==> src/rtl/fa_serial_pkg.sv <==
// Shared types and sizing helpers for the bit-serial adder sequencer.
// State encoding, default width and counter width function.
package fa_serial_pkg;

    typedef enum logic [1:0] {
        IDLE,
        SHIFT,
        DRAIN,
        DONE
    } state_t;

    localparam int DEFAULT_WIDTH = 8;

    function automatic int cnt_w(input int w);
        return (w <= 1) ? 1 : $clog2(w);
    endfunction

endpackage

==> src/rtl/fa_serial_ctrl.sv <==
// Bit-serial operand sequencer for the registered full-adder stage.
// Optional FA_SERIAL_CHECK_EN adds a sticky fa_err sum-bit checker.
module fa_serial_ctrl
    import fa_serial_pkg::*;
#(
    parameter int WIDTH = DEFAULT_WIDTH
) (
    input  logic             ck,
    input  logic             rst,
    input  logic             in_valid,
    output logic             in_ready,
    input  logic [WIDTH-1:0] op_a,
    input  logic [WIDTH-1:0] op_b,
    input  logic             cin,
    output logic             fa_a,
    output logic             fa_b,
    output logic             fa_ci,
    input  logic             fa_s,
    output logic             out_valid,
    input  logic             out_ready,
    output logic [WIDTH-1:0] sum,
`ifdef FA_SERIAL_CHECK_EN
    output logic             cout,
    output logic             fa_err
`else
    output logic             cout
`endif
);

    localparam int CW = cnt_w(WIDTH);

    state_t           state;
    logic [WIDTH-1:0] a_sh;
    logic [WIDTH-1:0] b_sh;
    logic [WIDTH-1:0] sum_sh;
    logic             carry;
    logic             ci_q;
    logic [CW-1:0]    cnt;
    logic             maj;
    logic             last;
    logic [WIDTH:0]   sum_in;

    assign fa_a  = a_sh[0];
    assign fa_b  = b_sh[0];
    assign fa_ci = ci_q;

    assign maj  = (fa_a & fa_b) | (fa_a & fa_ci) | (fa_b & fa_ci);
    assign last = (cnt == CW'(WIDTH - 1));

    // Bit 0 of sum_sh is a spare slot so WIDTH=1 needs no special slice.
    assign sum_in = {fa_s, sum_sh};

    always_ff @(posedge ck) begin
        if (rst) begin
            state     <= IDLE;
            in_ready  <= 1'b1;
            out_valid <= 1'b0;
            sum       <= '0;
            cout      <= 1'b0;
            a_sh      <= '0;
            b_sh      <= '0;
            sum_sh    <= '0;
            carry     <= 1'b0;
            ci_q      <= 1'b0;
            cnt       <= '0;
        end else begin
            unique case (state)
                IDLE: begin
                    if (in_valid && in_ready) begin
                        a_sh     <= op_a;
                        b_sh     <= op_b;
                        carry    <= cin;
                        ci_q     <= cin;
                        cnt      <= '0;
                        sum_sh   <= '0;
                        in_ready <= 1'b0;
                        state    <= SHIFT;
                    end
                end
                SHIFT: begin
                    carry <= maj;
                    // Operands zero-fill, so fa_a/fa_b are 0 in DRAIN.
                    ci_q  <= last ? 1'b0 : maj;
                    a_sh  <= a_sh >> 1;
                    b_sh  <= b_sh >> 1;
                    cnt   <= cnt + CW'(1);
                    if (cnt != '0)
                        sum_sh <= sum_in[WIDTH:1];
                    if (last)
                        state <= DRAIN;
                end
                DRAIN: begin
                    sum       <= sum_in[WIDTH:1];
                    cout      <= carry;
                    out_valid <= 1'b1;
                    state     <= DONE;
                end
                DONE: begin
                    if (out_ready) begin
                        out_valid <= 1'b0;
                        in_ready  <= 1'b1;
                        state     <= IDLE;
                    end
                end
            endcase
        end
    end

`ifdef FA_SERIAL_CHECK_EN
    logic exp_q;
    logic cap;

    assign cap = ((state == SHIFT) && (cnt != '0)) ||
                 (state == DRAIN);

    always_ff @(posedge ck) begin
        if (rst) begin
            exp_q  <= 1'b0;
            fa_err <= 1'b0;
        end else begin
            exp_q <= fa_a ^ fa_b ^ fa_ci;
            if (cap && (fa_s != exp_q))
                fa_err <= 1'b1;
        end
    end
`endif

endmodule

==> config.mk <==
export PLATFORM = sky130hd
export DESIGN_NAME = fa_serial_ctrl
export DESIGN_NICKNAME = d
export VERILOG_FILES = /design/src/rtl/fa_serial_pkg.sv /design/src/rtl/fa_serial_ctrl.sv
export SDC_FILE = /design/constraint.sdc
export NUM_CORES = 1
export LEC_CHECK = 0
export BUFFER_PORTS_ARGS = -buffer_cell sky130_fd_sc_hd__clkbuf_2
export CAP_MARGIN = 0
export CORE_MARGIN = 10
export CORE_UTILIZATION = 55
export DETAILED_ROUTE_END_ITERATION = 16
export PLACE_DENSITY_LB_ADDON = 0.3
export SETUP_SLACK_MARGIN = 0.02
export SLEW_MARGIN = 20
export SYNTH_ARGS = -nofsm -noshare
export SYNTH_HDL_FRONTEND = slang
export SYNTH_SLANG_ARGS = --single-unit
export TNS_END_PERCENT = 1
==> constraint.sdc <==
create_clock -name ck -period 1.8 [get_ports ck]
set_clock_uncertainty 0.15 [all_clocks]
set_input_delay 0.45 -clock ck [delete_from_list [all_inputs] [get_ports ck]]
set_output_delay 0.45 -clock ck [all_outputs]
set_load 0.05 [all_outputs]
# [Yosys cells after proc, flatten, opt, wreduce, memory -nomap -nowiden]
# Index checks and enable logic that the tools add are counted.
[word_totals] reg_bits=42 input_bits=22 output_inout_bits=14 elab_cells=58
[classes] n_addsub=1 n_eq_ne=8 n_mux=22 n_bitwise=5 n_reduce_logical=11
[op_table] op="$pmux W8 S2" count=3
[op_table] op="$mux W8" count=4
[op_table] op="$reduce_and A3 Y1" count=3
[op_table] op="$ne A2 B2 Y1 const B" count=4
[op_table] op="$pmux W1 S2" count=4
[op_table] op="$pmux W2 S4" count=1
[op_table] op="$mux W2" count=3
[op_table] op="$pmux W3 S2" count=1
[op_table] op="$reduce_bool A2 Y1" count=3
[op_table] op="$mux W1" count=5
[op_table] op="$eq A2 B2 Y1 const B" count=2
[op_table] op="$reduce_and A2 Y1" count=2
[op_table] op="$add A3 B1 Y3 const B" count=1
[op_table] op="$and A1 B1 Y1" count=3
[op_table] op="$eq A3 B3 Y1 const B" count=1
[op_table] op="$mux W3" count=1
[op_table] op="$reduce_bool A3 Y1" count=1
[op_table] op="$eq A2 B1 Y1 const B" count=1
[op_table] op="$logic_not A2 Y1" count=1
[op_table] op="$or A1 B1 Y1" count=2
[op_table] op="$logic_and A1 B1 Y1" count=1

# [Longest topological paths before layout]
[depth] word_depth=5 depth_mapped=8 depth_no_buf=5

# [Worst setup path before layout]
# OpenSTA, ideal clock, no wires.
[synth_path] path_type="reg-to-reg" from="register in_ready" to="register b_sh[0]" setup_ns=0.140 arrival_time_ns=1.452 required_time_ns=1.510 slack_ns=0.058 path_stages_with_launch=5 path_buffers=1 synth_period_minus_slack_ns=1.742 path_cell_list="dfxtp_1 -> nand3_1 -> nand2_4 -> buf_6 -> a211oi_1"
[synth_via] elab_chain_len=3
[synth_lines] element="start: declaration" line="fa_serial_ctrl.sv:11" text="output logic in_ready,"
[synth_lines] element="start signal: assignment" line="fa_serial_ctrl.sv:56" text="in_ready <= 1'b1;"
[synth_lines] element="start signal: assignment" line="fa_serial_ctrl.sv:76" text="in_ready <= 1'b0;"
[synth_lines] element="start signal: assignment" line="fa_serial_ctrl.sv:101" text="in_ready <= 1'b1;"
[synth_lines] element="$logic_and A1 B1 Y1" line="fa_serial_ctrl.sv:69" text="if (in_valid && in_ready) begin"
[synth_lines] element="$ne A2 B2 Y1 (no line)"
[synth_lines] element="$reduce_and A2 Y1 (no line)"
[synth_lines] element="end signal: assignment" line="fa_serial_ctrl.sv:71" text="b_sh <= op_b;"
[synth_lines] element="end signal: assignment" line="fa_serial_ctrl.sv:85" text="b_sh <= b_sh >> 1;"
[synth_lines] element="end: declaration" line="fa_serial_ctrl.sv:34" text="logic [WIDTH-1:0] b_sh;"
# Every way passes these cells.
# A chain may end at the register's enable or synchronous reset.

# [Worst setup path after layout]
[layout_path] from="register in_ready" to="output in_ready"
# No word-level cell between the ends.

==> results by group <==
Floorplan
  – Die W: 80.1 um
  – Die area: 0.00642 sq mm
  – Rows: 21
  – Die H: 80.1 um
  – Ports: 36
  – Initial core utilization: 58.2%
  – Area of the core: 0.00342 sq mm

Synth
  – Mapped Cells: 185
  – Most common cell in the netlist: dfxtp_1
  – Ys async rst share: 0%
  – Post-synthesis sequential area ratio: 41.3%
  – Share of the synthesized area in the top cell type: approximately two fifths
  – Top cells by count, synth: 41 x dfxtp_1, 23 x mux2i_1, 12 x nor2_1
  – Top cell type by total area after synthesis: dfxtp_1
  – FF+latch count, synth: 41
  – Syn Nets: 215
  – Ys flop type: dfxtp_1
  – Post-synth EDFFs: 0
  – Yosys warning total: 0
  – Library cells used by synthesis: 38
  – Largest cells by area after synthesis: dfxtp_1 41%, mux2i_1 12%, a211oi_2 5.0%
  – Mapped cell area: approximately 0.0020 sq mm
  – Synth Area per Inst: between 10 and 15 sq um

Setup path
  – Reg-to-reg slack, setup: 0.09 ns
  – Critical path, cell by cell: clkbuf_4
  – Setup crit start kind: register
  – Critical path arrival: 1.16 ns
  – CP Buf/Inv Count: 1
  – Crit-path max cell delay: 0.51 ns
  – Worst Setup End Kind: primary output
  – FF-to-FF End: fa_ci$_SDFFE_PP0P_
  – CP max FO: 6
  – Slowest CP cell: dfxtp_1
  – Reg2Reg Depth: 6
  – Worst r2r src: state[1]$_SDFFE_PP0P_
  – Worst EP required: 1.20 ns
  – CP Class: register to primary output
  – CP top delay family: flip-flops

STA
  – Min Tclk post-route: between 1.5 and 2 ns
  – Period utilisation layout: a little over nine tenths
  – Worst rel slew slack: 79.2%
  – Final hold violations: 0
  – Final setup viols: 0
  – Min Hold Slack: 0.208 ns
  – Setup WS post-layout: 0.0357 ns
  – Fmax: 0.567 GHz
  – Unrepaired setup endpoints after global routing: true
  – Worst Tran Pin Value: roughly 0.31 ns
  – Slew Viols, Final: 0

Clock network
  – H-tree depth: 2
  – Clock Tree Root: clkbuf_4
  – Clk sink count: 41
  – Num CTS Buffers: 5
  – CTS tree: built
  – Worst-path clk slew: approximately 0.11 ns
  – Hold-fix buffers, CTS: 0
  – Worst skew pair latency: 0.35 ns
  – Longest Clk Path Bufs: 2

Routing
  – DRT antenna net count: 0
  – DR vias: 1521
  – Final WL: 4430 um
  – Post-DR wirelength/cell: 16.4 um
  – Post-DR vias/cell: 5.63
  – Remaining DRCs: 0
  – DR pass1 iterations: 5
  – Detailed router's first-iteration violation count: 150

Placed design
  – IO buf count: 35
  – Inst Count DP: 261
  – DP HPWL: 3330 um
  – GP Congestion: 0.863
  – Dpl cell area: between 0.002 and 0.0025 sq mm
  – Dpl ws: -0.000376 ns

Power and ir drop
  – Pwr Density: 1700 mW/mm^2
  – Leakage: 0.000911 uW
  – Max VDD drop: 0.000835 V

Layout
  – Filler instances: 280
  – Layout Utilization: 68.0%
  – Area delta synth->final: 16.8%
  – Final instance area: 0.00232 sq mm
  – N_diodes: 0
  – Layout Nets: 253
  – Final cell count without fillers: 270
  – Share of layout cells above drive strength 1: 34.8%

Global route
  – First-pass GRT wire length: 7470 um
  – Total gr overflow: 0
  – Total track usage: between 10 and 15%
  – Largest net degree at the start of global routing: 19
  – Initial antenna violation count: 0
  – Vias in the first global route: 1574

Worst hold path
  – Worst Hold Class: input port to register
  – Worst hold start: fa_s
  – Cells on Worst Hold Path: 2
  – Hold Path End: sum_sh[7]$_SDFFE_PP0P_

Job
  – Max-cap violations: 0

Status
  – Status: finished, final reports clean
sequential cells by signal, summed over array words and instances (netlist names):
signal and flops:
out_valid 1, b_sh 8, a_sh 8, carry 1, cout 1, state 2
sum_sh 7, in_ready 1, fa_ci 1, sum 8, cnt 3
cell families (layout without fill, tap and decap cells):
kind of cell               after synthesis  in the layout  share of synthesized area [%]
muxes                                   23             23                           11.6
and+or+nand+nor                         58             58                           18.3
adders and majority gates                9              9                           5.54
AOI/OAI and AO/OA                       37             37                           17.2
buffers and inverters                   17             56                           6.10
DFF                                     41             41                           41.3
worst max path at each step:
stage                                  end  slack [ns]                   from  cells past startpoint
detailed placement  sum_sh[5]$_SDFFE_PP0P_     -0.0004  state[0]$_SDFFE_PP0P_                      5
global placement    sum_sh[3]$_SDFFE_PP0P_        0.12  state[0]$_SDFFE_PP0P_                      5
finish                            in_ready        0.04  in_ready$_SDFFE_PP1P_                      1
global route                      in_ready       -0.03  in_ready$_SDFFE_PP1P_                      1
CTS                  in_ready$_SDFFE_PP1P_       0.007  state[0]$_SDFFE_PP0P_                      5
floorplan             b_sh[0]$_SDFFE_PP0P_        0.06  in_ready$_SDFFE_PP1P_                      4
placed cells by master (no fill, tap or decap), types with 6 or more instances in the layout:
cell and count:
a21oi_1 7, nor3_2 8, clkbuf_4 6, mux2i_1 23
dfxtp_1 41, nor2_1 12, a211oi_1 6, nand3_1 10
a22o_1 7, buf_4 7, clkbuf_2 34, a211oi_2 8
nor3_1 8
timing repair:
item / in CTS / in global routing
pin swaps: 1 / 1
resized for setup: 0 / 7
setup endpoints to repair: 10 / 27
endpoints found under the hold margin: 0 / 0
gates cloned: 0 / 0
setup buffers: 0 / 1
metrics by stage:
step                 TNS [ns]  total power [uW]
detailed placement  -0.000489              3260
floorplan                   0              2910
CTS                         0              3890
finish                      0              3940
global route          -0.0438              4200
global placement            0              3150
report_power, final:
group	internal, uW	switching [uW]	total [uW]
logic	844	1130	1980
clock network	330	299	629
registers	1150	189	1340
final cells by class:
class	count	area, sq um	area share, %
clock buffer	6	51.3	2.21
clock inverter	2	37.5	1.62
inverter	4	15.0	0.647
multi-input combinational	127	1070	46.1
sequential	41	821	35.3
tap	46	57.6	2.48
timing repair buffer	44	270	11.6
routing by layer:
| metal | GRT usage, % | wire, um |
|---|---|---|
| met1 | 16.6 | 1810 |
| met2 | 23.8 | 2310 |
| met3 | 5.23 | 258 |
| met4 | 5.11 | 48 |
| met5 | 0 | 0 |
(Power assumes the default switching activity.)
